### config.mk
export PLATFORM = sky130hd
export DESIGN_NAME = calc1_scoreboard
export DESIGN_NICKNAME = d
export VERILOG_FILES = /design/src/rtl/calc1_sb_pkg.sv /design/src/rtl/calc1_sb_port.sv /design/src/rtl/calc1_scoreboard.sv
export SDC_FILE = /design/constraint.sdc
export NUM_CORES = 1
export LEC_CHECK = 0
export CAP_MARGIN = 20
export CORE_ASPECT_RATIO = 0.75
export CORE_MARGIN = 2
export CORE_UTILIZATION = 40
export DETAILED_ROUTE_END_ITERATION = 10
export GPL_TIMING_DRIVEN = 0
export HOLD_SLACK_MARGIN = 0.1
export PLACE_DENSITY = 0.58
export SLEW_MARGIN = 40
export SYNTH_ARGS = -nofsm -noshare
export SYNTH_HDL_FRONTEND = slang
export SYNTH_SLANG_ARGS = --single-unit
export TNS_END_PERCENT = 10
### constraint.sdc
create_clock -name c_clk -period 4.9 [get_ports c_clk]
set_input_delay 0.49 -clock c_clk [delete_from_list [all_inputs] [get_ports c_clk]]
set_output_delay 0.49 -clock c_clk [all_outputs]
set_load 0.02 [all_outputs]
### src/rtl/calc1_sb_pkg.sv
// calc1_sb_pkg: shared definitions for the calc1 request/response scoreboard.
//   - response codes and the no-command encoding
//   - per-port tracking state
//   - saturating adder used by every counter in the scoreboard
package calc1_sb_pkg;

    localparam logic [1:0] RESP_NONE = 2'd0;
    localparam logic [1:0] RESP_OK   = 2'd1;
    localparam logic [1:0] RESP_OVF  = 2'd2;
    localparam logic [1:0] RESP_INV  = 2'd3;

    localparam logic [3:0] CMD_NOP   = 4'h0;

    typedef enum logic {
        SB_IDLE = 1'b0,
        SB_WAIT = 1'b1
    } sb_state_t;

    // a + b, clamped to max_val. Callers zero-extend narrower counters to 32 bits.
    function automatic logic [31:0] sat_add(input logic [31:0] a,
                                            input logic [31:0] b,
                                            input logic [31:0] max_val);
        logic [32:0] sum;
        sum = {1'b0, a} + {1'b0, b};
        return (sum > {1'b0, max_val}) ? max_val : sum[31:0];
    endfunction

endpackage

### src/rtl/calc1_sb_port.sv
// calc1_sb_port: tracker for one calc1 port.
//   i_clk, i_rst_n   clock, asynchronous active-low reset
//   i_cmd            command nibble for this port (CMD_NOP = none)
//   i_resp           response code for this port (RESP_NONE = none)
//   i_clear          clears the sticky error flags
//   i_others         completions on the other three ports this cycle (0..3)
//   o_busy           command outstanding
//   o_complete       a response is being accepted this cycle (combinational)
//   o_err_proto      sticky: command while busy, or response while idle
//   o_err_timeout    sticky: waited TIMEOUT cycles
//   o_err_starve     sticky: more than STARVE_LIMIT other completions while waiting
//   o_max_lat        worst completed latency
module calc1_sb_port
    import calc1_sb_pkg::*;
#(
    parameter int LAT_W        = 8,
    parameter int TIMEOUT      = 64,
    parameter int STARVE_LIMIT = 8
) (
    input  logic             i_clk,
    input  logic             i_rst_n,
    input  logic [3:0]       i_cmd,
    input  logic [1:0]       i_resp,
    input  logic             i_clear,
    input  logic [1:0]       i_others,
    output logic             o_busy,
    output logic             o_complete,
    output logic             o_err_proto,
    output logic             o_err_timeout,
    output logic             o_err_starve,
    output logic [LAT_W-1:0] o_max_lat
);

    localparam logic [31:0] LAT_MAX = 32'((64'd1 << LAT_W) - 64'd1);

    sb_state_t        r_state;
    logic [LAT_W-1:0] r_lat_cnt;
    logic [LAT_W-1:0] r_starve_cnt;
    logic [LAT_W-1:0] r_max_lat;
    logic             r_err_proto;
    logic             r_err_timeout;
    logic             r_err_starve;

    logic             w_cmd_v;
    logic             w_resp_v;
    logic             w_wait;
    logic [LAT_W-1:0] w_lat_inc;
    logic [LAT_W-1:0] w_starve_nxt;
    logic             w_proto_hit;
    logic             w_timeout_hit;
    logic             w_starve_hit;

    always_comb begin
        w_cmd_v       = (i_cmd != CMD_NOP);
        w_resp_v      = (i_resp != RESP_NONE);
        w_wait        = (r_state == SB_WAIT);
        // Saturated lat_cnt+1 doubles as next count and as the completed latency.
        w_lat_inc     = LAT_W'(sat_add(32'(r_lat_cnt), 32'd1, LAT_MAX));
        w_starve_nxt  = LAT_W'(sat_add(32'(r_starve_cnt), 32'(i_others), LAT_MAX));
        w_proto_hit   = (!w_wait && w_resp_v) || (w_wait && w_cmd_v && !w_resp_v);
        // Unsaturated compare so the flag fires exactly once per command.
        w_timeout_hit = w_wait && ((33'(r_lat_cnt) + 33'd1) == 33'(TIMEOUT));
        w_starve_hit  = w_wait && (32'(w_starve_nxt) > 32'(STARVE_LIMIT));
    end

    always_ff @(posedge i_clk or negedge i_rst_n) begin
        if (!i_rst_n) begin
            r_state       <= SB_IDLE;
            r_lat_cnt     <= '0;
            r_starve_cnt  <= '0;
            r_max_lat     <= '0;
            r_err_proto   <= 1'b0;
            r_err_timeout <= 1'b0;
            r_err_starve  <= 1'b0;
        end else begin
            // A same-cycle event beats the clear.
            r_err_proto   <= (r_err_proto   & ~i_clear) | w_proto_hit;
            r_err_timeout <= (r_err_timeout & ~i_clear) | w_timeout_hit;
            r_err_starve  <= (r_err_starve  & ~i_clear) | w_starve_hit;

            case (r_state)
                SB_IDLE: begin
                    if (w_cmd_v) begin
                        r_state      <= SB_WAIT;
                        r_lat_cnt    <= '0;
                        r_starve_cnt <= '0;
                    end
                end
                SB_WAIT: begin
                    if (w_resp_v) begin
                        if (w_lat_inc > r_max_lat)
                            r_max_lat <= w_lat_inc;
                        if (w_cmd_v) begin
                            // Back-to-back issue: new command timing starts now.
                            r_lat_cnt    <= '0;
                            r_starve_cnt <= '0;
                        end else begin
                            r_state <= SB_IDLE;
                        end
                    end else begin
                        r_lat_cnt    <= w_lat_inc;
                        r_starve_cnt <= w_starve_nxt;
                    end
                end
                default: r_state <= SB_IDLE;
            endcase
        end
    end

    assign o_busy        = (r_state == SB_WAIT);
    assign o_complete    = w_wait && w_resp_v;
    assign o_err_proto   = r_err_proto;
    assign o_err_timeout = r_err_timeout;
    assign o_err_starve  = r_err_starve;
    assign o_max_lat     = r_max_lat;

endmodule

### src/rtl/calc1_scoreboard.sv
// calc1_scoreboard: passive monitor on the 4-port calc1 request/response interface.
//   c_clk        clock (posedge sampling)
//   reset        asynchronous active-low reset
//   req_cmd_in   port p command at [4(p-1) +: 4]
//   out_resp     port p response at [2(p-1) +: 2]
//   clear_err    clears all sticky error flags
//   busy         per-port command outstanding
//   err_proto    per-port sticky protocol error
//   err_timeout  per-port sticky timeout
//   err_starve   per-port sticky starvation
//   max_lat      per-port worst latency, port p at [LAT_W(p-1) +: LAT_W]
//   resp_count   total accepted responses, saturating
module calc1_scoreboard
    import calc1_sb_pkg::*;
#(
    parameter int LAT_W        = 8,
    parameter int TIMEOUT      = 64,
    parameter int STARVE_LIMIT = 8,
    parameter int CNT_W        = 16
) (
    input  logic               c_clk,
    input  logic               reset,
    input  logic [15:0]        req_cmd_in,
    input  logic [7:0]         out_resp,
    input  logic               clear_err,
    output logic [3:0]         busy,
    output logic [3:0]         err_proto,
    output logic [3:0]         err_timeout,
    output logic [3:0]         err_starve,
    output logic [4*LAT_W-1:0] max_lat,
    output logic [CNT_W-1:0]   resp_count
);

    localparam logic [31:0] CNT_MAX = 32'((64'd1 << CNT_W) - 64'd1);

    logic [3:0]       w_complete;
    logic [2:0]       w_total;
    logic [1:0]       w_others [4];
    logic [CNT_W-1:0] r_resp_count;

    always_comb begin
        w_total = 3'(w_complete[0]) + 3'(w_complete[1])
                + 3'(w_complete[2]) + 3'(w_complete[3]);
        for (int unsigned p = 0; p < 4; p++)
            w_others[p] = 2'(w_total - 3'(w_complete[p]));
    end

    for (genvar p = 0; p < 4; p++) begin : g_port
        calc1_sb_port #(
            .LAT_W        (LAT_W),
            .TIMEOUT      (TIMEOUT),
            .STARVE_LIMIT (STARVE_LIMIT)
        ) u_port (
            .i_clk         (c_clk),
            .i_rst_n       (reset),
            .i_cmd         (req_cmd_in[4*p +: 4]),
            .i_resp        (out_resp[2*p +: 2]),
            .i_clear       (clear_err),
            .i_others      (w_others[p]),
            .o_busy        (busy[p]),
            .o_complete    (w_complete[p]),
            .o_err_proto   (err_proto[p]),
            .o_err_timeout (err_timeout[p]),
            .o_err_starve  (err_starve[p]),
            .o_max_lat     (max_lat[LAT_W*p +: LAT_W])
        );
    end

    always_ff @(posedge c_clk or negedge reset) begin
        if (!reset)
            r_resp_count <= '0;
        else
            r_resp_count <= CNT_W'(sat_add(32'(r_resp_count), 32'(w_total), CNT_MAX));
    end

    assign resp_count = r_resp_count;

endmodule
Yosys cells after proc, flatten, opt, wreduce, memory -nomap -nowiden:

Index checks and enable logic that the tools add are counted.

* register bits: 128
* latch bits: 0
* RAM bits: 0
* bits in read-only memories: 0
* input bits: 27
* logic and storage cells: 188
* memories: 0

* add/sub/neg operators: 16
* multipliers: 0
* divide/modulo/power cells: 0
* order comparisons: 17
* equality and inequality tests: 4
* shifts and indexed selects: 0
* multiplexer cells: 45
* bitwise operators: 29
* reduce and logical (&&, ||, !) cells: 48

Operators by type and width (number)
* $mux 8: 24
* $pmux 8 s2: 8
* $gt 9x8->1 const B: 8
* $add 8x1->9 const B: 4
* $add 8x2->9: 4
* $eq 9x7->1 const B: 4
* $gt 8x4->1 const B: 4
* $gt 8x8->1: 4
* $logic_and 1x1->1: 24
* $add 16x3->17: 1
* $gt 17x16->1 const B: 1
* $mux 16: 1
* $reduce_bool 4->1: 4
* $and 1x1->1: 12
* $or 1x1->1: 12
* $reduce_and 3->1: 4
* $logic_not 1->1: 8
* $mux 1: 8
* $pmux 1 s2: 4
* $reduce_bool 2->1: 4
* $sub 2x1->2: 4
* $not 1->1: 5
* $logic_or 1x1->1: 4
* $add 2x1->3: 1
* other kinds (2): 2

Longest topological paths before layout:

Gate-level depths: netlist of run 1.

* word-level depth: 12
* mapped depth: 17
* depth with buffers taken out: 16

Cells and area by module:

From an unflattened synthesis of run 1, not the netlist that was laid out.

* cell total of the unflattened synthesis: 849
* area, all modules: 8226.6 um^2

By module, submodules not included
* calc1_sb_port (g_port[0].u_port ...): instances 3, cells each 187, area an instance 1795.5 um^2
* calc1_sb_port (g_port[3].u_port): instances 1, cells each 190, area an instance 1796.7 um^2
* calc1_scoreboard: instances 1, cells each 98, area an instance 1043.5 um^2

Least setup slack after synthesis of run 1:

Ideal clock, no wire load.

* kind: input -> register
* start: input port out_resp[3]
* end: register g_port[1].u_port.r_err_starve
* data arrival time: 3.585 ns
* required time: 4.774 ns
* setup slack: 1.190 ns
* stages on the path: 16
* path buffers: 0
* cells stage by stage: o21ai_0 > fa_1 > inv_1 > ha_1 > inv_1 > ha_1 > inv_1 > ha_1 > inv_1 > fa_1 > and3b_1 > nand2_1 > nor2_1 > nor2_1 > o311a_1 > a221o_1

* word-level cells in the longest chain between the ends: 12

RTL lines
* start: declaration: RTL line calc1_scoreboard.sv:24 `input logic [7:0] out_resp,`
* $reduce_bool 2->1 (*): RTL line calc1_sb_port.sv:55 `w_resp_v = (i_resp != RESP_NONE);`
* $logic_and 1x1->1 (*): RTL line calc1_sb_port.sv:111 `assign o_complete = w_wait && w_resp_v;`
* $add 1x1->2: RTL line calc1_scoreboard.sv:42 `w_total = 3'(w_complete[0]) + 3'(w_complete[1])`
* $add 2x1->3: RTL line calc1_scoreboard.sv:43 `+ 3'(w_complete[2]) + 3'(w_complete[3]);`
* $add 3x1->3: RTL line calc1_scoreboard.sv:43
* $sub 2x1->2 (*): RTL line calc1_scoreboard.sv:45 `w_others[p] = 2'(w_total - 3'(w_complete[p]));`
* $add 8x2->9 (*): RTL line calc1_sb_pkg.sv:24 `sum = {1'b0, a} + {1'b0, b};`
* $gt 9x8->1: RTL line calc1_sb_pkg.sv:25 `return (sum > {1'b0, max_val}) ? max_val : sum[31:0];`
* $mux 8 (*): RTL line calc1_sb_pkg.sv:25
* $gt 8x4->1 (*): RTL line calc1_sb_port.sv:63 `w_starve_hit = w_wait && (32'(w_starve_nxt) > 32'(STARVE_LIMIT));`
* $logic_and 1x1->1 (*): RTL line calc1_sb_port.sv:63
* $or 1x1->1 (*): RTL line calc1_sb_port.sv:79 `r_err_starve <= (r_err_starve & ~i_clear) | w_starve_hit;`
* end signal: assignment: RTL line calc1_sb_port.sv:79
* end: declaration: RTL line calc1_sb_port.sv:42 `logic r_err_starve;`

Mark *: on every way between the ends. The rest lies on a longest branch, timed or not.
A chain may end at the register's enable or synchronous reset.

Worst setup path in the final report of run 1:

* start: input port out_resp[1]
* end: register g_port[0].u_port.r_err_starve

* word-level cells in the longest chain between the ends: 12

RTL lines (RTL line)
* $reduce_bool 2->1 (*): calc1_sb_port.sv:55
* $logic_and 1x1->1 (*): calc1_sb_port.sv:111
* $add 1x1->2: calc1_scoreboard.sv:42
* $add 2x1->3: calc1_scoreboard.sv:43
* $add 3x1->3: calc1_scoreboard.sv:43
* $sub 2x1->2 (*): calc1_scoreboard.sv:45
* $add 8x2->9 (*): calc1_sb_pkg.sv:24
* $gt 9x8->1: calc1_sb_pkg.sv:25
* $mux 8 (*): calc1_sb_pkg.sv:25
* $gt 8x4->1 (*): calc1_sb_port.sv:63
* $logic_and 1x1->1 (*): calc1_sb_port.sv:63
* $or 1x1->1 (*): calc1_sb_port.sv:79
* end signal: assignment: calc1_sb_port.sv:79
* end: declaration: calc1_sb_port.sv:42

Marked as above.

==> results of run 1 <==
final cells by class:
type | instances | area share [%]
plain buffers | 51 | 3.02
clock buffers | 19 | 4.47
clock inverters | 13 | 0.890
inverters | 81 | 3.00
multi-input cells | 639 | 44.2
flip-flops and latches | 128 | 31.6
well taps | 258 | 3.19
repair buffers | 93 | 9.59
power breakdown:
part	switching [µW]	internal, µW	leakage [µW]
registers	81.4	1140	0.00170
logic	464	427	0.00269
clock network	495	670	0.000249
total	1040	2240	0.00464
cells in the final DEF (no fill, tap or decap), types with 6 or more instances in the layout:
cell	Yosys	final
inv_1	77	77
a31oi_1	15	15
dfrtp_1	128	128
nor3_1	16	16
xnor2_1	17	17
mux2_1	11	11
nand2b_1	9	9
a21oi_1	65	65
nand3_1	29	29
buf_4	19	19
o21ai_0	40	38
clkdlybuf4s50_1	0	89
xor2_1	14	14
nor2b_1	8	8
a21o_1	7	7
nand4_1	14	14
a211oi_1	8	8
clkbuf_16	0	17
and2_1	13	13
buf_2	15	15
and3_1	13	13
a22o_1	17	17
o21a_1	8	8
fa_1	6	6
nand2_1	81	81
mux2i_1	7	7
clkinvlp_4	0	7
nor2_1	64	64
ha_1	60	60
mux2_2	21	21
o21ai_1	8	10
clkbuf_1	14	13
o22ai_1	9	9
tightest hold or removal path: cells and delay by family (launching register included):
family | cells | cell delay, ps
AO/OA/AOI/OAI | 1 | 60
flip-flops | 1 | 340
AND/OR/NAND/NOR | 1 | 50
how the worst max path moves through the flow:
stage	slack [ps]	end
2_1_floorplan	1190	g_port[1].u_port.o_err_starve$_DFF_PN0_
3_5_place_dp	50	g_port[0].u_port.o_err_starve$_DFF_PN0_
6_report	540	g_port[0].u_port.o_err_starve$_DFF_PN0_
3_3_place_gp	-2210	g_port[1].u_port.o_max_lat[5]$_DFFE_PN0P_
4_1_cts	490	g_port[0].u_port.o_err_starve$_DFF_PN0_
5_1_grt	150	g_port[0].u_port.o_err_starve$_DFF_PN0_
metrics by stage:
| step | setup TNS [ps] | cell area, µm² | hold slack, ps | total power [µW] |
|---|---|---|---|---|
| after global placement | -281110 | 9500 | 475 | 2130 |
| after detailed placement | 0 | 9570 | 374 | 2140 |
| after global routing | 0 | 10100 | 525 | 3480 |
| after floorplan | 0 | 8280 | 194 | 1820 |
| after CTS | 0 | 10100 | 492 | 3330 |
| final | 0 | 10100 | 488 | 3280 |
cell families after synthesis:
family | after synthesis
adders and majority gates | 66
AOI/OAI and AO/OA | 216
buffers and inverters | 132
muxes | 40
DFF | 128
xor gates and xnor gates | 31
and+or+nand+nor | 286
per-layer routing:
| layer | GRT usage (%) | part of all wire (%) | vias up |
|---|---|---|---|
| li1 | - | - | 3399 |
| met1 | 28.1 | 54 | 3194 |
| met2 | 27.2 | 42 | 123 |
| met3 | 4.34 | 4.0 | 7 |
| met4 | 3.57 | 0.54 | 0 |
| met5 | 0 | 0 | - |
sequential cells by signal, summed over array words and instances, names as in the netlist:
signal / cells
g_port.u_port.o_err_starve: 4
g_port.u_port.r_lat_cnt: 32
g_port.u_port.o_max_lat: 32
g_port.u_port.o_err_proto: 4
g_port.u_port.r_starve_cnt: 32
resp_count: 16
g_port.u_port.o_err_timeout: 4
g_port.u_port.o_busy: 4
==> flow_metrics.py, run 1 <==
metrics = {
    "drt": {
        "drt.antenna.violating_nets": 0,
        "drt-vias-per-instance": 5.24,
        "vias": 6723,
        "drt_iter0_markers": 371,
        "drt-total-wl_um": 19000,
        "drcViolationCount": 0,
        "drt-pass1-iter-count": 5,
        "wl_per_cell_um": 14.8,
    },
    "worst_hold_path": {
        "hold_path_end": "g_port[2].u_port.o_err_timeout$_DFF_PN0_",
        "min_path_cells": 2,
        "min_from": "g_port[2].u_port.o_err_timeout$_DFF_PN0_",
        "hold_class": "flip-flop to flip-flop",
    },
    "logic_synthesis": {
        "synth_seq_cells": 128,
        "muxShareOfSynthArea_pct": 5.38,
        "yosys-top-cells-area": "dfrtp_1, ha_1, a21oi_1",
        "netlist_area_um2": 8280,
        "yosysWarnings": 0,
        "synthAdderAreaFrac_pct": 10.5,
        "yosys.area_share.simple_pct": 17.6,
        "syn-instance-count": 899,
        "synth_top_area_share_pct": 38.7,
        "synth-xor-area-share_pct": 3.28,
        "yosysMostFrequentCell": "dfrtp_1",
        "async_reset_ff_share_pct": 100,
        "synth_top_family_by_area": "simple AND/OR/NAND/NOR gates",
        "synth_area_per_cell_um2": 9.21,
        "synth_compound_area_share_pct": 17.1,
        "synth_top_cells_by_count": "dfrtp_1, nand2_1, inv_1",
        "yosysTopAreaCell": "dfrtp_1",
        "synthFlopType": "dfrtp_1",
        "synth_fp_nets": 992,
        "seq_area_frac_synth_pct": 38.7,
        "synth.distinct_cells": 80,
        "synth_edf_count": 0,
    },
    "critical_path": {
        "critPathTopFamily": "adder cells",
        "crit_type": "input pin to flip-flop",
        "critPathMaxStageDelay_ps": 610,
        "r2r_end": "g_port[0].u_port.o_err_starve$_DFF_PN0_",
        "cp-end-kind": "flip-flop",
        "cp.arrival_ps": 4730,
        "r2r.worst_path.cells": 17,
        "cp_slowest_cell": "o21ai_0",
        "crit_buf_inv": 6,
        "crit_cells": 18,
        "startpoint_type": "input pin",
        "required_ps": 5260,
        "ff2ff_setup_slack_ps": 640,
        "path_cells": "clkdlybuf4s50_1, o21ai_0, fa_1, inv_1, ha_1, inv_1, ha_1, inv_1, ha_1, inv_1, fa_1, and4b_1, buf_2, nand4_1, nand3_1, o21a_1, nand4b_1, a22o_1",
        "cp_max_fo": 6,
        "cpMostUsedCell": "inv_1",
        "r2r-start": "g_port[0].u_port.o_busy$_DFF_PN0_",
        "startpoint": "out_resp[1]",
    },
    "floorplanning": {
        "die_area_um2": 21900,
        "initial_core_util_pct": 40.8,
        "die_h_um": 129,
        "rows": 45,
        "die_w_um": 170,
        "coreArea_um2": 20300,
        "ios": 91,
    },
    "clock_network": {
        "clock-sinks": 128,
        "cts_resized": 0,
        "cts-root-buf": "clkbuf_16",
        "insertion_delay_ps": 420,
        "cts_tree": "built",
        "numCtsBuffers": 17,
        "h-tree-depth": 4,
        "cts_buffer_depth": 2,
        "post_cts_buffers": 0,
        "clk_pin_slew_ps": 60,
        "cts_hold_buf": 1,
    },
    "final_layout": {
        "final_cells": 1282,
        "multi_input_area_um2": 4470,
        "layout-drive-gt1-share_pct": 12.0,
        "area_growth_pct": 22.3,
        "final_util_pct": 49.9,
        "fill_cells": 1910,
        "nets": 1104,
        "n_antenna_cell": 0,
        "regArea_um2": 3200,
    },
    "placement": {
        "detailedPlace.worstSlack_ps": 53.3,
        "dpl.hpwl_um": 14000,
        "dpl.cell_count": 1249,
        "port_buffers": 90,
        "place_congestion": 0.804,
    },
    "power": {
        "p_leak_uw": 0.00464,
        "power_density_nw_per_um2": 324,
        "ir_worst_vdd_v": 0.000259,
    },
    "grt": {
        "grt_overflow": 0,
        "antenna_found_initial": 0,
        "grt_pass1_vias": 6331,
        "grt_first_pass_wirelength_um": 32600,
        "grt.total_usage_pct": 18.6,
        "grt_max_degree": 53,
    },
    "timing": {
        "finalSetupViolations": 0,
        "finalCriticalPeriod_ps": 4360,
        "max_freq_mhz": 229,
        "clock_skew_ps": 15.5,
        "hold_viol_final": 0,
        "finalCritPeriodShare_pct": 89.0,
        "setup_slack_ps": 537,
        "worstMarginPinSlew_ps": 796,
        "slew_violations": 0,
        "max_slew_margin_pct": 46.5,
        "rsz0062_at_grt": "no",
    },
    "run_status": {
        "outcome": "complete, no violations",
    },
    "run": {
        "maxCapViolCount": 0,
    },
}
Note: power is estimated with default switching activity, not from simulation.
==> inputs of run 2 (changes only) <==
CTS_BUF_LIST = sky130_fd_sc_hd__clkbuf_16   (was default)
HOLD_SLACK_MARGIN = 0.03   (was 0.1)
==> flow_metrics.py, run 2 (synthesized netlist as in run 1, its figures left out) <==
metrics = {
    "critical_path": {
        "crit_type": "input pin to flip-flop",
        "endpoint": "g_port[0].u_port.o_err_starve$_DFF_PN0_",
        "ff2ff_setup_slack_ps": 640,
        "cp.arrival_ps": 4720,
        "r2r.worst_path.cells": 17,
        "cp_max_fo": 6,
        "startpoint_type": "input pin",
        "r2r-start": "g_port[0].u_port.o_busy$_DFF_PN0_",
        "required_ps": 5260,
        "startpoint": "out_resp[1]",
        "r2r_end": "g_port[0].u_port.o_err_starve$_DFF_PN0_",
        "cp-end-kind": "flip-flop",
    },
    "final_layout": {
        "fill_cells": 1911,
        "layout-drive-gt1-share_pct": 11.8,
        "regArea_um2": 3200,
        "layout_common_cells": "dfrtp_1, clkdlybuf4s50_1, nand2_1",
        "area_growth_pct": 22.1,
        "n_antenna_cell": 0,
        "multi_input_area_um2": 4470,
        "final_common_cell": "dfrtp_1",
        "final_util_pct": 49.8,
        "design_area_um2": 10100,
        "nets": 1104,
    },
    "timing": {
        "finalSetupViolations": 0,
        "max_freq_mhz": 229,
        "finalCritPeriodShare_pct": 89.0,
        "fin_tns_setup_ps": 0,
        "slew_violations": 0,
        "worstMarginPinSlew_ps": 796,
        "hold_viol_final": 0,
        "max_slew_margin_pct": 46.5,
        "rsz0062_at_grt": "no",
        "setup_slack_ps": 538,
        "finalCriticalPeriod_ps": 4360,
        "clock_skew_ps": 13.6,
    },
    "drt": {
        "drt-vias-per-instance": 5.26,
        "wl_per_cell_um": 14.8,
        "vias": 6739,
        "drt-total-wl_um": 19000,
        "drt-pass1-iter-count": 5,
        "drcViolationCount": 0,
        "drt_iter0_markers": 340,
        "drt.antenna.violating_nets": 0,
    },
    "grt": {
        "grt.total_usage_pct": 18.6,
        "antenna_found_initial": 0,
        "grt_max_degree": 53,
        "grt_pass1_vias": 6325,
        "grt_first_pass_wirelength_um": 32700,
        "grt_overflow": 0,
    },
    "power": {
        "p_sw_share_pct": 32.0,
        "seqPwrFrac_pct": 37.7,
        "power_density_nw_per_um2": 321,
        "p_comb_share_pct": 27.4,
        "p_int_uw": 2210,
        "switchingPower_uw": 1040,
        "pwr-share-clk_pct": 34.9,
        "p_leak_uw": 0.00463,
        "ir_worst_vdd_v": 0.000259,
    },
    "worst_hold_path": {
        "hold_class": "flip-flop to flip-flop",
    },
    "clock_network": {
        "cts-root-buf": "clkbuf_16",
        "cts_tree": "built",
        "numCtsBuffers": 17,
        "insertion_delay_ps": 420,
        "h-tree-depth": 4,
        "cts_buffer_depth": 2,
        "clock-sinks": 128,
        "clk_pin_slew_ps": 60,
    },
    "floorplanning": {
        "die_w_um": 170,
        "initial_core_util_pct": 40.8,
        "die_area_um2": 21900,
        "rows": 45,
        "coreArea_um2": 20300,
        "die_h_um": 129,
        "ios": 91,
    },
    "placement": {
        "dpl.hpwl_um": 14000,
        "placed_cell_area_um2": 9570,
        "place_congestion": 0.804,
        "detailedPlace.worstSlack_ps": 53.3,
        "port_buffers": 90,
    },
    "run_status": {
        "outcome": "complete, no violations",
    },
    "run": {
        "maxCapViolCount": 0,
    },
}
## run 2: how the worst min path moves through the flow
stage,start,endpoint,slack (ps),cells past startpoint
floorplan,reset,g_port[0].u_port.o_busy$_DFF_PN0_,190,0
global placement,g_port[2].u_port.o_err_timeout$_DFF_PN0_,g_port[2].u_port.o_err_timeout$_DFF_PN0_,480,2
detailed placement,reset,g_port[0].u_port.o_max_lat[1]$_DFFE_PN0P_,370,1
CTS,g_port[2].u_port.o_err_timeout$_DFF_PN0_,g_port[2].u_port.o_err_timeout$_DFF_PN0_,490,2
global route,g_port[3].u_port.o_err_timeout$_DFF_PN0_,g_port[3].u_port.o_err_timeout$_DFF_PN0_,530,1
finish,g_port[2].u_port.o_err_timeout$_DFF_PN0_,g_port[2].u_port.o_err_timeout$_DFF_PN0_,490,2
## run 2: layer usage
metal | up-vias | share of wire (%) | track usage, %
met5 | - | 0 | 0
met4 | 0 | 0.63 | 3.57
met3 | 10 | 3.8 | 4.34
met2 | 126 | 42 | 27.2
met1 | 3204 | 54 | 28.2
li1 | 3399 | - | -
## run 2: critical path, cell delays in order
cell and delay (ps):
clkdlybuf4s50_1 420, o21ai_0 610, fa_1 520, inv_1 90
ha_1 260, inv_1 130, ha_1 240, inv_1 60
ha_1 150, inv_1 50, fa_1 450, and4b_1 270
buf_2 150, nand4_1 250, nand3_1 170, o21a_1 140
nand4b_1 130, a22o_1 130
## run 2: metrics by stage
stage | power (µW) | hold slack (ps) | std cells
2_1_floorplan | 1820 | 194 | 899
3_3_place_gp | 2130 | 475 | 1247
3_5_place_dp | 2140 | 374 | 1249
4_1_cts | 3300 | 492 | 1282
5_1_grt | 3450 | 525 | 1282
6_report | 3250 | 488 | 1282
## run 2: timing repair
item                                   in CTS  in global routing
resized for setup                           0                  0
setup buffers                               0                  0
endpoints found under the hold margin      30                  0
hold buffers                                1                  0
## run 2: area by class of cell
type                    count  area share, %
plain buffers              51           3.02
clock buffers              17           4.21
clock inverters            15          0.966
inverters                  81           3.01
multi-input cells         639           44.3
flip-flops and latches    128           31.7
well taps                 258           3.20
repair buffers             93           9.61
## run 2: power groups by stage
stage,sequential [µW],combinational [µW],clock [µW]
after floorplan,1310,511,0
after global placement,1240,881,0
after detailed placement,1240,899,0
after CTS,1230,905,1170
after global routing,1240,1000,1210
final,1220,891,1130
